===== src/rtl/pc_fetch.sv =====
// pc_fetch: fetch-stage front end. Holds the PC, addresses instruction
// memory, captures fetched instructions into IF/ID, handles branch
// redirects, stalls and HLT, and counts delivered instructions.

// Sequential next-PC adder (modular WORD-bit add).
module adder #(
  parameter int WORD = 64
) (
  input  logic [WORD-1:0] ain,
  input  logic [WORD-1:0] bin,
  output logic [WORD-1:0] sum
);
  assign sum = ain + bin;
endmodule

module pc_fetch #(
  parameter int              WORD     = 64,
  parameter int              INSTR    = 32,
  parameter logic [WORD-1:0] RESET_PC = '0
) (
  input  logic             clk,
  input  logic             reset,
  input  logic             stall,
  input  logic             branch_taken,
  input  logic [WORD-1:0]  branch_target,
  output logic [WORD-1:0]  imem_addr,
  input  logic [INSTR-1:0] imem_data,
  output logic [WORD-1:0]  ifid_pc,
  output logic [INSTR-1:0] ifid_instr,
  output logic             ifid_valid,
  output logic             halted,
  output logic [31:0]      fetch_count
);

  localparam logic [0:0] RUN    = 1'b0;
  localparam logic [0:0] HALTED = 1'b1;

  logic [0:0]      state;
  logic [WORD-1:0] pc;
  logic [WORD-1:0] pc_seq;
  logic            is_hlt;

  adder #(.WORD(WORD)) u_pc_add (
    .ain (pc),
    .bin (WORD'(4)),
    .sum (pc_seq)
  );

  // HLT: opcode bits match with the immediate field masked out.
  assign is_hlt    = (imem_data & 32'hFFE0001F) == 32'hD4400000;
  assign imem_addr = pc;
  assign halted    = (state == HALTED);

  // PC, IF/ID and fetch state; reset > branch > stall > run/halted.
  always_ff @(posedge clk) begin
    if (reset) begin
      pc          <= RESET_PC;
      ifid_pc     <= '0;
      ifid_instr  <= '0;
      ifid_valid  <= 1'b0;
      fetch_count <= '0;
      state       <= RUN;
    end else if (branch_taken) begin
      // Squash both the in-flight fetch and whatever IF/ID holds.
      pc         <= {branch_target[WORD-1:2], 2'b00};
      ifid_valid <= 1'b0;
      state      <= RUN;
    end else if (stall) begin
      // hold everything
    end else if (state == RUN) begin
      ifid_pc     <= pc;
      ifid_instr  <= imem_data;
      ifid_valid  <= 1'b1;
      fetch_count <= fetch_count + 32'd1;
      if (is_hlt) state <= HALTED;  // PC parks on the HLT address
      else        pc    <= pc_seq;
    end else begin
      ifid_valid <= 1'b0;
    end
  end

endmodule


===== config.mk =====
export PLATFORM = sky130hd
export DESIGN_NAME = pc_fetch
export DESIGN_NICKNAME = d
export VERILOG_FILES = /design/src/rtl/pc_fetch.sv
export SDC_FILE = /design/constraint.sdc
export NUM_CORES = 1
export LEC_CHECK = 0
export CAP_MARGIN = 5
export CORE_MARGIN = 1.5
export CORE_UTILIZATION = 50
export CTS_CLUSTER_DIAMETER = 30
export CTS_CLUSTER_SIZE = 12
export DETAILED_ROUTE_END_ITERATION = 7
export PLACE_DENSITY = 0.83
export SKIP_CTS_REPAIR_TIMING = 1
export SYNTH_ARGS = -nofsm -noshare
export SYNTH_HDL_FRONTEND = slang
export SYNTH_HIERARCHICAL = 1
export SYNTH_SLANG_ARGS = --single-unit

===== constraint.sdc =====
create_clock -name clk -period 6.55 [get_ports clk]
set_input_delay 1.31 -clock clk [delete_from_list [all_inputs] [get_ports clk]]
set_output_delay 1.31 -clock clk [all_outputs]
set_load 0.02 [all_outputs]

==> impl_metrics.yaml <==
outcome:
  outcome: "finished, final reports clean"
synth:
  ys_types: 73
  avgSynthCellArea_um2: 7.65
  synth_warnings: 6
  synthArstFlopShare: 0
  seq_area_frac_synth: 0.327
  syn-cell-area_mm2: 0.0119
  postSynthCellCount: 1553
  ys_ff_latch: 194
  ys.flop_type: "dfxtp_1"
  synth_edf_count: 0
timing:
  finalCriticalPeriod_ns: 3.99
  slew_viol_final: 0
  max_freq_mhz: 251
  tns_ns: 0
  worstMarginPinSlew_ns: 1.24
  max_slew_margin: 0.176
  hold_viol: 0
  rsz0062_at_grt: "no"
  finClkSkew_ns: 0.0152
  post-route-period-util: 0.609
  finalSetupViolations: 0
floorplan:
  io_pins: 294
  coreArea_mm2: 0.0234
  die_y_um: 157
  start_util: 0.507
  placementRows: 56
  die_w_um: 157
  die_area_mm2: 0.0247
finish:
  multiInputGateArea_mm2: 0.00758
  area_delta_synth_final_pct: 31.0
  fillers: 2079
  drive_gt1_frac: 0.0415
  finalNetCount: 1983
  seqCellArea_mm2: 0.00388
  final_area_mm2: 0.0156
  instances_no_fill: 2150
clocking:
  path_clk_slew_ns: 0.08
  clock_sinks: 194
  root_buffer: "clkbuf_16"
  cts_max_path_buffers: 2
  cts_buffers: 17
  clk_latency_ns: 0.45
  tritoncts: "built"
  cts_max_level: 4
placement:
  dp_cells: 2118
  placed_cell_area_mm2: 0.0149
  port_buffers: 291
  place.gp.congestion: 0.936
  dpl.hpwl_um: 26200
power:
  power_density_mw_per_mm2: 211
  leakage_uw: 0.00592
  total_power_uw: 3280
  ir_drop_mv: 0.141
route:
  first_pass_iters: 5
  drc: 0
  ant_nets: 0
  vias_per_cell: 5.77
  wl_per_cell_um: 16.9
  via_count: 12400
  postRouteWirelength_um: 36400
  dr.first_iter.drc_count: 1070
global_route:
  grt_antenna_before_repair: 1
  track_usage: 0.283
  grt_pass1_vias: 11200
  grt_start_max_net_pins: 128
  grt_pass1_wl_um: 56700
  overflow: 0
critical_path:
  cp.required_ns: 6.92
  r2r-start: "imem_addr[10]$_SDFFE_PP0P_"
  rr_endpoint: "imem_addr[60]$_SDFFE_PP0P_"
  path_class: "in2reg"
  r2r_slack_ns: 3.26
  critPathArrivalTime_ns: 4.35
  crit_fanout: 42
  worstRegToRegCells: 12
  crit_start: "stall"
  cp-start-kind: "primary input"
  crit_path_end_kind: "flip-flop"
job:
  cap_violations: 0
worst_hold_path:
  min-delay-start: "ifid_pc[56]$_SDFFE_PP0P_"
  hp-class: "reg2reg"
  hold_end: "ifid_pc[56]$_SDFFE_PP0P_"
  hold_depth: 2
-- synth_stat cells (7+ instances only) --
master | instances | area, µm²
buf_6 | 9 | 101
buf_2 | 18 | 90.1
o21ai_0 | 104 | 521
inv_1 | 30 | 113
o21ai_1 | 14 | 70.1
ha_1 | 64 | 801
o31ai_1 | 9 | 67.6
clkbuf_1 | 78 | 293
a21oi_1 | 255 | 1280
o211ai_1 | 7 | 52.6
xnor2_1 | 38 | 333
or3_1 | 11 | 68.8
nand4_1 | 39 | 244
nand2_1 | 263 | 987
nor2b_1 | 71 | 444
a21o_1 | 26 | 195
nor2_1 | 49 | 184
and3_1 | 13 | 81.3
o21bai_1 | 16 | 120
nand3_1 | 18 | 90.1
or4_1 | 7 | 52.6
o21a_1 | 9 | 67.6
nor3_1 | 13 | 65.1
a31oi_1 | 11 | 68.8
a22oi_1 | 63 | 473
xor2_1 | 35 | 307
dfxtp_1 | 194 | 3880
-- worst max-delay path, cell delays in order --
cell,delay [ns]
clkdlybuf4s50_1,0.58
or3_4,0.69
a41oi_4,0.92
buf_4,0.51
a22oi_1,0.14
a21oi_1,0.18
-- sequential cells by signal, summed over array words and instances, names as in the netlist --
register,count
ifid_valid,1
imem_addr,64
halted,1
ifid_pc,64
ifid_instr,32
fetch_count,32
-- cell usage in the layout, fill, tap and decap left out, drive strengths merged, types with 41 or more instances in the layout --
master | Yosys | routed
nor2b | 71 | 71
dfxtp | 194 | 194
nor2 | 49 | 49
clkdlybuf4s50 | 0 | 289
a21oi | 258 | 258
nand4 | 41 | 41
nand2 | 264 | 264
o21ai | 118 | 118
ha | 64 | 64
a22oi | 63 | 63
conb | 2 | 65
-- routing by layer --
layer	wire, µm	global-route usage
met1	15700	0.362
met2	17300	0.479
met3	2400	0.0454
met4	1070	0.107
met5	0	0
-- report_power, final --
| part | internal, µW | switching (µW) |
|---|---|---|
| Combinational | 378 | 500 |
| Sequential | 1230 | 54.1 |
| Clock | 555 | 556 |
-- final cells by class --
type	count	area share
inverters	31	0.00748
clock inverters	14	0.0120
clock buffers	17	0.0273
well taps	319	0.0257
flip-flops and latches	194	0.250
multi-input cells	1277	0.488
repair buffers	297	0.190
diodes	1	0.000161
-- stage by stage --
step           hold slack [ns]  utilization  worst slack [ns]
2_1_floorplan            0.533            -              3.83
3_3_place_gp             0.441        0.638              2.23
3_5_place_dp             0.447        0.638              2.17
4_1_cts                  0.457        0.665              2.61
5_1_grt                  0.472        0.665              2.41
6_report                 0.454        0.665              2.56
-- worst max path at each step --
stage	end	slack (ns)
after floorplan	imem_addr[54]$_SDFFE_PP0P_	3.83
after global placement	imem_addr[38]$_SDFFE_PP0P_	2.23
after detailed placement	imem_addr[54]$_SDFFE_PP0P_	2.17
after CTS	imem_addr[54]$_SDFFE_PP0P_	2.61
after global routing	imem_addr[54]$_SDFFE_PP0P_	2.41
final	imem_addr[54]$_SDFFE_PP0P_	2.56
-- cell families after synthesis --
kind of cell	count (synthesis)	synth area share
AO/OA/AOI/OAI	545	0.273
buffers and inverters	145	0.0552
adder cells (fa/ha/maj)	65	0.0691
XOR/XNOR	73	0.0538
AND/OR/NAND/NOR	525	0.217
flip-flops	194	0.327
multiplexers	4	0.00379
other	2	0.000632
Note: power is estimated with default switching activity, not from simulation.
